**config.mk**
```make
export PLATFORM = sky130hd
export DESIGN_NAME = posit_rd_req_sched
export DESIGN_NICKNAME = d
export VERILOG_FILES = /design/src/rtl/posit_sched_pkg.sv /design/src/rtl/posit_sched_fifo.sv /design/src/rtl/posit_rd_req_sched.sv
export SDC_FILE = /design/constraint.sdc
export NUM_CORES = 1
export LEC_CHECK = 0
export CAP_MARGIN = 20
export CORE_MARGIN = 10
export CORE_UTILIZATION = 55
export CTS_CLUSTER_DIAMETER = 200
export DETAILED_ROUTE_END_ITERATION = 10
export GPL_TIMING_DRIVEN = 0
export HOLD_SLACK_MARGIN = 0.1
export PLACE_DENSITY_LB_ADDON = 0.1
export SYNTH_ARGS = -nofsm -noshare
export SYNTH_HDL_FRONTEND = slang
export SYNTH_SLANG_ARGS = --single-unit
```
**constraint.sdc**
```tcl
create_clock -name clock -period 8.8 [get_ports clock]
set_input_delay 2.2 -clock clock [delete_from_list [all_inputs] [get_ports clock]]
set_output_delay 2.2 -clock clock [all_outputs]
set_load 0.01 [all_outputs]
```
**src/rtl/posit_sched_pkg.sv**
```systemverilog
// posit_sched_pkg
// Shared types and constants for the posit FU read-request scheduler.
//   t_sched_state : scheduler FSM state encoding
//   CL_BYTE_SHIFT : log2 of the cache-line size in bytes
//   t_line_addr   : cache-line address at the default width
package posit_sched_pkg;

  localparam int CL_BYTE_SHIFT = 6;
  localparam int LINE_ADDR_W   = 42;

  typedef logic [LINE_ADDR_W-1:0] t_line_addr;

  typedef enum logic [1:0] {
    IDLE   = 2'd0,
    ACTIVE = 2'd1,
    DRAIN  = 2'd2
  } t_sched_state;

endpackage

```
**src/rtl/posit_sched_fifo.sv**
```systemverilog
// posit_sched_fifo
// Synchronous FIFO holding pending element indices.
//   clock, reset      : clock, async active-high reset (empties the FIFO)
//   push, wr_data     : write an entry (ignored when full unless popping too)
//   pop, rd_data      : read head entry (rd_data is the current head)
//   full, empty, count: occupancy status
module posit_sched_fifo #(
  parameter int WIDTH = 8,
  parameter int DEPTH = 4
) (
  input  logic                     clock,
  input  logic                     reset,
  input  logic                     push,
  input  logic [WIDTH-1:0]         wr_data,
  input  logic                     pop,
  output logic [WIDTH-1:0]         rd_data,
  output logic                     full,
  output logic                     empty,
  output logic [$clog2(DEPTH):0]   count
);

  localparam int PTR_W = $clog2(DEPTH);

  logic [WIDTH-1:0] mem [DEPTH];
  logic [PTR_W-1:0] wr_ptr;
  logic [PTR_W-1:0] rd_ptr;
  logic             do_push;
  logic             do_pop;

  assign full    = (count == (PTR_W+1)'(DEPTH));
  assign empty   = (count == '0);
  assign do_pop  = pop && !empty;
  // When full, a simultaneous pop frees the slot being written.
  assign do_push = push && (!full || do_pop);
  assign rd_data = mem[rd_ptr];

  always_ff @(posedge clock or posedge reset) begin
    if (reset) begin
      wr_ptr <= '0;
      rd_ptr <= '0;
      count  <= '0;
    end else begin
      if (do_push) wr_ptr <= wr_ptr + 1'b1;
      if (do_pop)  rd_ptr <= rd_ptr + 1'b1;
      count <= count + (PTR_W+1)'(do_push) - (PTR_W+1)'(do_pop);
    end
  end

  always_ff @(posedge clock) begin
    if (do_push) mem[wr_ptr] <= wr_data;
  end

endmodule

```
**src/rtl/posit_rd_req_sched.sv**
```systemverilog
// posit_rd_req_sched
// Schedules posit FU operand-fetch reads onto the CCI-P c0 Tx channel.
// Indices are queued, converted to line addresses (base + gran*idx/64) and
// issued one per cycle while c0 is not almost-full and credits remain.
//   cfg_*        : configuration load (IDLE only), cfg_reject otherwise
//   req_*        : FU request handshake, req_idx doubles as the response tag
//   flush        : stop accepting and drain; flush_done when drained
//   c0_almfull   : c0 back-pressure
//   rd_*         : registered c0 read request
//   rsp_valid    : c0 read response, decrements outstanding
//   outstanding, idle, err_unexpected_rsp : status
//
// state  | meaning
// IDLE   | unconfigured/drained, requests refused, cfg accepted
// ACTIVE | accepting requests, flush -> DRAIN
// DRAIN  | refusing requests, issuing remaining ones until idle
module posit_rd_req_sched
  import posit_sched_pkg::*;
#(
  parameter int FIFO_DEPTH      = 4,
  parameter int MAX_OUTSTANDING = 16,
  parameter int ADDR_W          = 42
) (
  input  logic              clock,
  input  logic              reset,
  input  logic              cfg_valid,
  input  logic [ADDR_W-1:0] cfg_base_addr,
  input  logic [7:0]        cfg_granularity,
  output logic              cfg_reject,
  input  logic              req_valid,
  output logic              req_ready,
  input  logic [7:0]        req_idx,
  input  logic              flush,
  output logic              flush_done,
  input  logic              c0_almfull,
  output logic              rd_valid,
  output logic [ADDR_W-1:0] rd_addr,
  output logic [15:0]       rd_mdata,
  input  logic              rsp_valid,
  output logic [7:0]        outstanding,
  output logic              idle,
  output logic              err_unexpected_rsp
);

  localparam int         CNT_W   = $clog2(FIFO_DEPTH) + 1;
  localparam logic [7:0] MAX_OUT = 8'(MAX_OUTSTANDING);

  t_sched_state      state_q, state_d;
  logic [ADDR_W-1:0] base_q;
  logic [7:0]        gran_q;
  logic              fifo_full, fifo_empty;
  logic [CNT_W-1:0]  fifo_count;
  logic [7:0]        head_idx;
  logic              push, pop, rsp_dec;
  logic              load_cfg, cfg_reject_d, flush_done_d;
  logic [15:0]       prod, line_off;

  posit_sched_fifo #(.WIDTH(8), .DEPTH(FIFO_DEPTH)) u_fifo (
    .clock   (clock),
    .reset   (reset),
    .push    (push),
    .wr_data (req_idx),
    .pop     (pop),
    .rd_data (head_idx),
    .full    (fifo_full),
    .empty   (fifo_empty),
    .count   (fifo_count)
  );

  assign req_ready = (state_q == ACTIVE) && !fifo_full;
  assign push      = req_valid && req_ready;
  assign pop       = !fifo_empty && !c0_almfull && (outstanding < MAX_OUT);
  // A response with nothing in flight is flagged, never counted down.
  assign rsp_dec   = rsp_valid && (outstanding != 8'd0);
  assign idle      = (fifo_count == '0) && (outstanding == 8'd0) && !rd_valid;

  // Byte offset is truncated to 16 bits before conversion to lines.
  assign prod     = {8'b0, gran_q} * {8'b0, head_idx};
  assign line_off = prod >> CL_BYTE_SHIFT;

  always_ff @(posedge clock or posedge reset) begin
    if (reset) state_q <= IDLE;
    else       state_q <= state_d;
  end

  always_comb begin
    state_d      = state_q;
    load_cfg     = 1'b0;
    cfg_reject_d = 1'b0;
    flush_done_d = 1'b0;
    case (state_q)
      IDLE: begin
        if (flush) flush_done_d = 1'b1;
        if (cfg_valid) begin
          load_cfg = 1'b1;
          state_d  = ACTIVE;
        end
      end
      ACTIVE: begin
        cfg_reject_d = cfg_valid;
        if (flush) state_d = DRAIN;
      end
      DRAIN: begin
        cfg_reject_d = cfg_valid;
        if (idle) begin
          flush_done_d = 1'b1;
          state_d      = IDLE;
        end
      end
      default: state_d = IDLE;
    endcase
  end

  always_ff @(posedge clock or posedge reset) begin
    if (reset) begin
      base_q             <= '0;
      gran_q             <= '0;
      cfg_reject         <= 1'b0;
      flush_done         <= 1'b0;
      rd_valid           <= 1'b0;
      rd_addr            <= '0;
      rd_mdata           <= '0;
      outstanding        <= '0;
      err_unexpected_rsp <= 1'b0;
    end else begin
      if (load_cfg) begin
        base_q <= cfg_base_addr;
        gran_q <= cfg_granularity;
      end
      cfg_reject <= cfg_reject_d;
      flush_done <= flush_done_d;
      rd_valid   <= pop;
      if (pop) begin
        rd_addr  <= base_q + ADDR_W'(line_off);
        rd_mdata <= {8'b0, head_idx};
      end
      outstanding <= outstanding + 8'(pop) - 8'(rsp_dec);
      if (rsp_valid && (outstanding == 8'd0)) err_unexpected_rsp <= 1'b1;
    end
  end

endmodule
```
# After elaboration in Yosys (flattened, before gate mapping)
# Memory sizes are Yosys's and may differ from the RTL's.
# Cells that the tools add are included.
word_totals:
  ff_bits: 121
  mem_bits_rw: 32
  inputBits: 65
  out_inout_bits: 72
  word_cells: 62
  n_memories: 1
op_classes:
  add_sub_neg: 7
  n_mul: 1
  order_cmp: 1
  eq_ne: 6
  n_mux: 12
  reduce_logical: 21
mem_list:
  columns: ["name", "depth", "width", "rd", "rd_clocked_by_memory_dff", "write_ports", "line", "source"]
  rows:
  - ["u_fifo.mem", 4, 8, 1, 0, 1, "posit_sched_fifo.sv:24", "logic [WIDTH-1:0] mem [DEPTH];"]
op_table:
  columns: ["operator", "n"]
  rows:
  - ["$add A42 B10 Y42", 1]
  - ["$mul A8 B8 Y16", 1]
  - ["$logic_and A1 B1 Y1", 10]
  - ["$add A8 B1 Y8", 1]
  - ["$logic_not A8 Y1", 1]
  - ["$lt A8 B5 Y1 const B", 1]
  - ["$reduce_bool A8 Y1", 1]
  - ["$sub A8 B1 Y8", 1]
  - ["$mux W1", 7]
  - ["$mux W2", 3]
  - ["$ne A2 B2 Y1 const B", 3]
  - ["$pmux W2 S3", 1]
  - ["$add A2 B1 Y2 const B", 2]
  - ["$logic_not A1 Y1", 4]
  - ["$add A3 B1 Y3", 1]
  - ["$eq A3 B3 Y1 const B", 1]
  - ["$logic_not A3 Y1", 1]
  - ["$reduce_and A3 Y1", 1]
  - ["$sub A3 B1 Y3", 1]
  - ["$eq A2 B1 Y1 const B", 1]
  - ["$eq A2 B2 Y1 const B", 1]
  - ["$logic_not A2 Y1", 1]
  - ["$pmux W1 S2", 1]
  - ["$reduce_or A2 Y1", 1]
  - ["$logic_or A1 B1 Y1", 1]

# Longest topological paths before layout
# Gate-level depths: netlist of the first run.
logic_depth:
  depth_word: 9
  depth_mapped: 27
  depth_no_buf: 25

# Modules after synthesis
# From an unflattened synthesis of the first run, not the netlist that was laid out.
hier_totals:
  cells_unflattened: 829
  hier_area_um2: 9341.5
modules_own_cells:
  columns: ["mod", "n_inst", "cells_each", "area_per_inst_um2", "seq_area_each_um2"]
  rows:
  - ["posit_rd_req_sched", 1, 751, 7759.9, 2852.7]
  - ["posit_sched_fifo", 1, 78, 1581.5, 1136.1]

# Worst setup path after synthesis of the first run
# OpenSTA, ideal clock, no wires.
synth_timing:
  kind: "flip-flop to flip-flop"
  start: "register u_fifo.rd_ptr[0]"
  end: "register rd_addr[25]"
  setup_time_ns: 0.082
  arrival_time_ns: 6.701
  required_ns: 8.718
  setup_slack_ns: 2.017
  path_stages_with_launch: 23
  path_buffers: 1
  period_less_slack_ns: 6.783
  path_cell_list: "dfrtp_1 -> buf_6 -> mux4_1 -> and2_1 -> fa_1 -> fa_1 -> fa_1 -> inv_1 -> fa_1 -> inv_1 -> ha_1 -> a21o_1 -> a21oi_1 -> nor2_1 -> or3b_4 -> a21oi_2 -> xnor2_1 -> ha_1 -> nor2_1 -> nor3_2 -> o21ai_0 -> or4_1 -> a31oi_1"
synth_between:
  elab_chain_len: 3
synth_rtl:
  columns: ["element", "line", "source"]
  rows:
  - ["start: declaration", "posit_sched_fifo.sv:26", "logic [PTR_W-1:0] rd_ptr;"]
  - ["start signal: assignment", "posit_sched_fifo.sv:44", "if (do_pop) rd_ptr <= rd_ptr + 1'b1;"]
  - ["$mem_v2 Z4 W8", null, null]
  - ["$mul A8 B8 Y16", "posit_rd_req_sched.sv:78", "assign prod = {8'b0, gran_q} * {8'b0, head_idx};"]
  - ["$add A42 B10 Y42", "posit_rd_req_sched.sv:134", "rd_addr <= base_q + ADDR_W'(line_off);"]
  - ["end signal: assignment", "posit_rd_req_sched.sv:134", null]
  - ["end: declaration", "posit_rd_req_sched.sv:37", "output logic [ADDR_W-1:0] rd_addr,"]
# Every way passes these cells.
# A chain may end at the register's enable or synchronous reset.

# Worst setup path in the final report of the first run
layout_timing:
  start: "register u_fifo.rd_ptr[1]"
  end: "register rd_addr[36]"
# The elaborated chain is that of the path after synthesis.

==> results.py, run 1 <==
metrics = {
    "outcome": {
        "outcome": "complete, no violations",
    },
    "floorplanning": {
        "rows": 46,
        "start_util": 0.5669,
        "ios": 137,
        "die-area_mm2": 0.02210,
        "die_y_um": 148.7,
        "die_x_um": 148.7,
        "coreArea_mm2": 0.01606,
    },
    "hold_path": {
        "hold_path.class": "reg2reg",
        "worstHoldPathCells": 2,
    },
    "logic_synthesis": {
        "yosysUniqueCellTypes": 55,
        "ys_warn_count": 0,
        "synth-seq-cells": 153,
        "yosys.area.top_type": "dfrtp_1",
        "synth_cells": 805,
        "syn_area_mm2": 0.009104,
        "netlist_top_cells_area": "dfrtp_1 33%, edfxtp_1 11%, ha_1 9.2%",
        "synth.top_cell.area_share": 0.3326,
        "avgSynthCellArea_um2": 11.31,
        "ys_async_sr_fraction": 0.7908,
        "synth_ff_type": "dfrtp_1",
        "synth_edf_count": 32,
        "seq_area_frac_synth": 0.4382,
    },
    "worst_setup_path": {
        "ff2ff_path_depth": 23,
        "worst-path-buf-inv": 4,
        "path_cells": "clkbuf_1, mux4_1, and2_1, fa_1, fa_1, fa_1, inv_1, fa_1, inv_1, ha_1, a21o_1, a21oi_1, nor2_1, or3b_4, xor2_1, ha_1, and3_1, o21ai_0, o21ai_1, clkbuf_1, nand3_1, xor2_1, o21ai_0",
        "slowest_stage": "mux4_1",
        "crit_path_max_incr_delay_ns": 0.56,
        "setup.worst_path.start_class": "register",
        "cp_max_fo": 10,
        "end_kind": "register",
        "cp.depth": 23,
        "crit_top_cell": "fa_1",
        "cpLargestDelayFamily": "adder cells",
        "worstPathArrival_ns": 7.97,
        "rrSetupSlack_ns": 1.17,
        "cp.required_ns": 9.14,
        "crit_type": "reg2reg",
    },
    "timing": {
        "fin_setup_tns_ns": 0,
        "hold_viol_final": 0,
        "fmax_mhz": 131.0,
        "grt_setup_unrepaired": "false",
        "layout_min_cycle_time_ns": 7.631,
        "maxSlewHeadroom": 0.3657,
        "finalClockSkew_ns": 0.01516,
        "fin_crit_sh": 0.8672,
        "fin_hold_ws_ns": 0.4747,
        "finalMaxSlewViolations": 0,
        "tightest_slew_ns": 0.9415,
        "setup_viol": 0,
    },
    "drt": {
        "firstDrtPassIters": 4,
        "wl_met2_um": 10370,
        "via_per_inst": 5.346,
        "highest_layer": "met4",
        "routed_wl_um": 20690,
        "met1_length_um": 8707,
        "wl_met3_um": 1325,
        "drtIter0Drc": 374,
        "route.detailed.drc": 0,
        "drtAntennaViolNets": 0,
        "vias": 6356,
        "wl_per_cell_um": 17.40,
    },
    "placed_design": {
        "hpwl_um": 15610,
        "numPortBuffers": 128,
        "gp_congestion": 0.8440,
    },
    "final_layout": {
        "fillers": 1178,
        "final_layout_size_suffix_gt1_frac": 0.1151,
        "fin_nets": 1130,
        "most-common-layout-cells": "128 x clkdlybuf4s50_1, 121 x dfrtp_1, 91 x nand2_1, 70 x inv_1, 67 x ha_1",
        "areaGrowthSynthToFinish_pct": 24.57,
        "antenna_cells": 0,
        "layout_commonest_cell": "clkdlybuf4s50_1",
    },
    "grt": {
        "grt_start_max_net_pins": 80,
        "grt_pass1_vias": 6734,
        "grt_pass1_wl_um": 34020,
        "overflow": 0,
        "antenna_found_initial": 0,
        "grtUsageTotal": 0.1932,
    },
    "clocking": {
        "cts_buffers": 17,
        "clkTransAtPathRegs_ns": 0.07,
        "cts_root_buffer": "clkbuf_16",
        "cts_tree": "yes",
        "cts_sinks": 153,
        "cts.path.max_buffers": 2,
        "cts-htree-levels": 4,
        "clock_latency_ns": 0.44,
        "holdBufCountCts": 0,
        "cts_setup_buffers": 0,
        "cts_resized": 0,
    },
    "run": {
        "drv_cap": 0,
    },
}
[tightest hold or removal path: stages, from the launching register on]
cell and delay, ns:
dfrtp_1 0.34, nand2_1 0.05, nand2_1 0.05
[metal layers]
layer  up-vias  global-route usage
li1       3062                   -
met2       115              0.3246
met5         -                   0
met3        20             0.06341
met1      3159              0.2322
met4         0             0.05352
[cells by family (layout without fill, tap and decap cells)]
group | Yosys count | count (layout) | share of synthesized area
DFF | 153 | 153 | 0.4382
other | 1 | 8 | 0.0004119
adders and majority gates | 105 | 105 | 0.1756
AOI/OAI and AO/OA | 110 | 110 | 0.07463
buffers and inverters | 99 | 260 | 0.04494
xor gates and xnor gates | 58 | 58 | 0.05580
and+or+nand+nor | 218 | 218 | 0.1226
muxes | 61 | 61 | 0.08782
[cells in the mapped netlist, types with 6 or more instances]
library cell  count
xnor2_1          22
and2_2            6
inv_1            71
dfrtp_1         121
and2_1           43
buf_4             8
o21ai_0          49
nor2_1           17
clkbuf_1         13
o2111ai_1         7
mux2_2           53
nand3_1          21
ha_1             67
mux4_1            6
edfxtp_1         32
a21o_1           14
buf_1             6
and3_1           14
fa_1             38
nand2_1          91
a21oi_1          14
xor2_1           36
[layout make-up]
cell class | count | area (um2) | share of cell area
Multi-Input combinational cell | 560 | 4732 | 0.4173
Sequential cell | 153 | 3989 | 0.3517
Timing Repair Buffer | 129 | 1309 | 0.1154
Clock buffer | 17 | 425.4 | 0.03751
Inverter | 71 | 271.5 | 0.02394
Tap cell | 216 | 270.3 | 0.02383
Clock inverter | 15 | 201.4 | 0.01776
Buffer | 28 | 142.6 | 0.01258
[per-stage QoR]
stage               setup WS [ns]  std cells  area, um2    util
finish                      1.169       1189      11340  0.7062
global route               0.7844       1189      11340  0.7062
CTS                         1.227       1189      11340  0.7062
detailed placement          1.259       1157      10710  0.6672
global placement            1.317       1156      10680  0.6652
floorplan                   2.017        812       9130       -
[path summary, 6_finish.rpt]
kind / start / to
max in group asynchronous: reset / base_q[0]
min in group asynchronous: reset / base_q[15]
worst max-delay path: u_fifo.rd_ptr[1] / rd_addr[36]
worst max register to register: u_fifo.rd_ptr[1] / rd_addr[36]
worst min register to register: rd_mdata[2] / rd_mdata[2]
worst min-delay path: rd_mdata[2] / rd_mdata[2]
[registers in the layout, summed over array words and instances, names as in the netlist, 2 cells and up]
signal / flops
state_q: 2
gran_q: 8
rd_addr: 42
u_fifo.count: 3
u_fifo.wr_ptr: 2
rd_mdata: 8
base_q: 42
u_fifo.mem: 32
outstanding: 8
u_fifo.rd_ptr: 2
Power of run 1 is not shown: default switching activity piles up to over one toggle a cycle in this logic, so the estimate is an artifact.
==> inputs of run 2 (changes only) <==
CORE_ASPECT_RATIO = 1.5   (was not set)
==> results.py, run 2 (synthesized netlist as in run 1, its figures left out) <==
metrics = {
    "floorplanning": {
        "rows": 57,
        "ios": 137,
        "coreArea_mm2": 0.01626,
        "die_x_um": 125.0,
        "start_util": 0.5599,
        "die_y_um": 177.6,
        "die-area_mm2": 0.02220,
    },
    "clocking": {
        "cts-htree-levels": 4,
        "cts_root_buffer": "clkbuf_16",
        "cts_tree": "yes",
        "holdBufCountCts": 0,
        "cts_sinks": 153,
        "clock_latency_ns": 0.43,
        "cts_resized": 0,
        "cts_buffers": 17,
        "cts_setup_buffers": 0,
        "clkTransAtPathRegs_ns": 0.07,
        "cts.path.max_buffers": 2,
    },
    "worst_setup_path": {
        "worstPathArrival_ns": 8.01,
        "setup.worst_path.start_class": "register",
        "rrSetupSlack_ns": 1.13,
        "path_cells": "clkbuf_1, mux4_1, and2_1, fa_1, fa_1, fa_1, inv_1, fa_1, inv_1, ha_1, a21o_1, a21oi_1, nor2_1, or3b_4, xor2_1, ha_1, and3_1, o21ai_0, o21ai_1, clkbuf_1, nand3_1, xor2_1, o21ai_0",
        "crit_path_max_incr_delay_ns": 0.56,
        "crit_top_cell": "fa_1",
        "worstSetupStartpoint": "u_fifo.rd_ptr[1]",
        "cp.required_ns": 9.14,
        "crit_end": "rd_addr[24]",
        "rr_startpoint": "u_fifo.rd_ptr[1]",
        "rr_endpoint": "rd_addr[24]",
        "worst-path-buf-inv": 4,
        "slowest_stage": "mux4_1",
        "cp_max_fo": 10,
        "cp.depth": 23,
        "cpLargestDelayFamily": "adder cells",
        "crit_type": "reg2reg",
        "end_kind": "register",
        "ff2ff_path_depth": 23,
    },
    "drt": {
        "via_per_inst": 5.323,
        "drtIter0Drc": 302,
        "drtAntennaViolNets": 0,
        "wl_per_cell_um": 17.73,
        "vias": 6276,
        "routed_wl_um": 20900,
        "firstDrtPassIters": 4,
        "route.detailed.drc": 0,
    },
    "final_layout": {
        "layout_commonest_cell": "clkdlybuf4s50_1",
        "final_layout_size_suffix_gt1_frac": 0.1161,
        "most-common-layout-cells": "128 x clkdlybuf4s50_1, 121 x dfrtp_1, 91 x nand2_1, 70 x inv_1, 67 x ha_1",
        "areaGrowthSynthToFinish_pct": 24.19,
        "fillers": 1264,
        "fin_nets": 1130,
        "reg.largest.list": "base_q x42, rd_addr x42, u_fifo.mem x32",
        "antenna_cells": 0,
    },
    "timing": {
        "fin_setup_tns_ns": 0,
        "layout_min_cycle_time_ns": 7.675,
        "finalMaxSlewViolations": 0,
        "grt_setup_unrepaired": "false",
        "hold_viol_final": 0,
        "setup_viol": 0,
        "fin_crit_sh": 0.8721,
        "maxSlewHeadroom": 0.4738,
        "finalClockSkew_ns": 0.01025,
        "tightest_slew_ns": 0.7810,
        "fmax_mhz": 130.3,
    },
    "run": {
        "drv_cap": 0,
    },
    "grt": {
        "overflow": 0,
        "grt_start_max_net_pins": 71,
        "grt_pass1_vias": 6592,
        "grt_pass1_wl_um": 33940,
        "grtUsageTotal": 0.1900,
        "antenna_found_initial": 0,
    },
    "outcome": {
        "outcome": "complete, no violations",
    },
    "placed_design": {
        "hpwl_um": 16030,
        "gp_congestion": 0.8384,
        "numPortBuffers": 128,
    },
    "hold_path": {
        "hold_path.class": "reg2reg",
    },
}
==> run 2: per-layer routing <==
layer | routed length, um | GRT usage
met5 | 0 | 0
met4 | 452 | 0.06978
met3 | 1131 | 0.05345
met2 | 11030 | 0.3401
met1 | 8282 | 0.2100
==> run 2: worst min path at each step <==
stage / startpoint / end / slack (ns) / cells after the start
floorplan: base_q[0] / base_q[0] / 0.49 / 1
global placement: rd_mdata[1] / rd_mdata[1] / 0.46 / 2
detailed placement: rd_mdata[5] / rd_mdata[5] / 0.46 / 2
CTS: rd_mdata[5] / rd_mdata[5] / 0.48 / 2
global route: rd_mdata[7] / rd_mdata[7] / 0.51 / 2
finish: rd_mdata[5] / rd_mdata[5] / 0.47 / 2
==> run 2: worst min-delay path, cell delays in order (launching register included) <==
cell     delay [ns]
dfrtp_1        0.34
nand2_1        0.05
nand2_1        0.05
==> run 2: cell type report <==
| class | count | area [um2] | share of cell area |
|---|---|---|---|
| inverters | 71 | 271.5 | 0.02402 |
| flip-flops and latches | 153 | 3989 | 0.3528 |
| repair buffers | 129 | 1309 | 0.1158 |
| clock buffers | 17 | 425.4 | 0.03763 |
| well taps | 206 | 257.7 | 0.02280 |
| plain buffers | 28 | 142.6 | 0.01262 |
| multi-input cells | 560 | 4732 | 0.4185 |
| clock inverters | 15 | 178.9 | 0.01583 |
==> run 2: stage by stage <==
stage               setup slack, ns  instance area [um2]  std cells    util  hold WS, ns
finish                        1.125                11310       1179  0.6953       0.4740
global route                 0.7532                11310       1179  0.6953       0.5068
CTS                           1.132                11310       1179  0.6953       0.4808
detailed placement            1.154                10700       1147  0.6581       0.4632
global placement              1.195                10670       1146  0.6561       0.4581
floorplan                     2.017                 9130        812       -       0.4862
Power of run 2 is left out for the same reason.
==> inputs of run 3 (changes only) <==
CORE_UTILIZATION = 50   (was 55)
RECOVER_POWER = 50   (was not set)
==> results.py, run 3 (synthesized netlist as in run 1, its figures left out) <==
metrics = {
    "drt": {
        "wl_met2_um": 11290,
        "highest_layer": "met4",
        "drtAntennaViolNets": 0,
        "drtIter0Drc": 271,
        "routed_wl_um": 21370,
        "vias": 6261,
        "route.detailed.drc": 0,
        "wl_met3_um": 1466,
        "via_per_inst": 5.261,
        "wl_per_cell_um": 17.95,
        "firstDrtPassIters": 4,
        "met1_length_um": 8405,
    },
    "worst_setup_path": {
        "setup.worst_path.start_class": "register",
        "crit_end": "rd_addr[18]",
        "rrSetupSlack_ns": 1.16,
        "cp.depth": 23,
        "crit_path_max_incr_delay_ns": 0.77,
        "worstPathArrival_ns": 7.93,
        "crit_top_cell": "fa_1",
        "worstSetupStartpoint": "u_fifo.rd_ptr[0]",
        "rr_endpoint": "rd_addr[18]",
        "cp_max_fo": 10,
        "end_kind": "register",
        "rr_startpoint": "u_fifo.rd_ptr[0]",
        "path_cells": "buf_6, mux4_1, and2_1, fa_1, fa_1, fa_1, inv_1, fa_1, inv_1, ha_1, a21o_1, a21oi_1, nor2_1, or3b_4, xor2_1, ha_1, and3_1, o21ai_0, o21ai_1, clkbuf_1, nand3_1, xor2_1, o21ai_0",
        "cpLargestDelayFamily": "adder cells",
        "crit_type": "reg2reg",
        "slowest_stage": "mux4_1",
        "worst-path-buf-inv": 4,
        "cp.required_ns": 9.09,
        "ff2ff_path_depth": 23,
    },
    "grt": {
        "overflow": 0,
        "antenna_found_initial": 0,
        "grt_pass1_wl_um": 35000,
        "grt_pass1_vias": 6661,
        "grt_start_max_net_pins": 65,
        "grtUsageTotal": 0.1865,
    },
    "timing": {
        "tightest_slew_ns": 3.525,
        "setup_viol": 0,
        "grt_setup_unrepaired": "false",
        "layout_min_cycle_time_ns": 7.639,
        "finalClockSkew_ns": 0.01187,
        "fin_crit_sh": 0.8680,
        "fin_setup_tns_ns": 0,
        "maxSlewHeadroom": -1.350,
        "finalMaxSlewViolations": 124,
        "fmax_mhz": 130.9,
        "hold_viol_final": 0,
        "setup_ws_ns": 1.161,
    },
    "clocking": {
        "cts_sinks": 153,
        "cts.path.max_buffers": 2,
        "cts-htree-levels": 4,
        "cts_setup_buffers": 0,
        "cts_resized": 0,
        "cts_tree": "yes",
        "cts_buffers": 17,
        "cts_root_buffer": "clkbuf_16",
        "holdBufCountCts": 0,
        "clkTransAtPathRegs_ns": 0.07,
        "clock_latency_ns": 0.43,
    },
    "final_layout": {
        "layout_commonest_cell": "dfrtp_1",
        "fin_util": 0.6306,
        "reg.largest.list": "base_q x42, rd_addr x42, u_fifo.mem x32",
        "fin_nets": 1130,
        "most-common-layout-cells": "121 x dfrtp_1, 115 x clkdlybuf4s50_1, 91 x nand2_1, 70 x inv_1, 67 x ha_1",
        "antenna_cells": 0,
        "final_layout_size_suffix_gt1_frac": 0.1151,
        "areaGrowthSynthToFinish_pct": 24.29,
    },
    "floorplanning": {
        "die_y_um": 185.3,
        "die_x_um": 130.2,
        "start_util": 0.5074,
        "rows": 60,
        "coreArea_mm2": 0.01794,
        "ios": 137,
        "die-area_mm2": 0.02412,
    },
    "placed_design": {
        "pre_cts_ws_ns": 1.154,
        "numPortBuffers": 128,
        "hpwl_um": 16240,
        "gp_congestion": 0.7927,
    },
    "outcome": {
        "violations": "capacitance limit, slew limit",
        "outcome": "finished, violations left",
    },
    "hold_path": {
        "hold_path.class": "reg2reg",
    },
    "run": {
        "drv_cap": 2,
    },
}
-- run 3: cell types whose count changed in the layout (fill, tap and decap cells not counted), moves of 2 or more --
| cell | before | now |
|---|---|---|
| clkdlybuf4s50_1 | 128 | 115 |
| dlygate4sd3_1 | 0 | 13 |
| inv_8 | 2 | 7 |
| inv_6 | 6 | 2 |
| clkinvlp_4 | 3 | 1 |
-- run 3: stage by stage --
step | cells | hold WS (ns) | area (um2)
2_1_floorplan | 812 | 0.4862 | 9130
3_3_place_gp | 1157 | 0.4568 | 10680
3_5_place_dp | 1158 | 0.4628 | 10720
4_1_cts | 1190 | 0.4805 | 11340
5_1_grt | 1190 | 0.5049 | 11310
6_report | 1190 | 0.4777 | 11310
-- run 3: how the worst min path moves through the flow --
stage | startpoint | to | depth (start not counted)
floorplan | base_q[0] | base_q[0] | 1
global placement | rd_mdata[0] | rd_mdata[0] | 2
detailed placement | rd_mdata[0] | rd_mdata[0] | 2
CTS | rd_mdata[0] | rd_mdata[0] | 2
global route | rd_mdata[2] | rd_mdata[2] | 2
finish | rd_mdata[0] | rd_mdata[0] | 2
-- run 3: cell type report --
type                       instances  area [um2]
buffer                            28       142.6
clock buffer                      17       425.4
clock inverter                    15       201.4
fill                            1473        6628
inverter                          71       267.8
multi-input combinational        560        4732
sequential                       153        3989
tap                              217       271.5
timing repair buffer             129        1285
-- run 3: per-layer routing --
| metal | global-route usage | vias up |
|---|---|---|
| li1 | - | 3047 |
| met1 | 0.2124 | 3062 |
| met2 | 0.3267 | 137 |
| met3 | 0.06125 | 15 |
| met4 | 0.04648 | 0 |
| met5 | 0 | - |
-- run 3: worst min-delay path: stages, from the launching register on --
cell     delay (ns)
dfrtp_1        0.35
nand2_1        0.05
nand2_1        0.05
Power of run 3 is left out for the same reason.
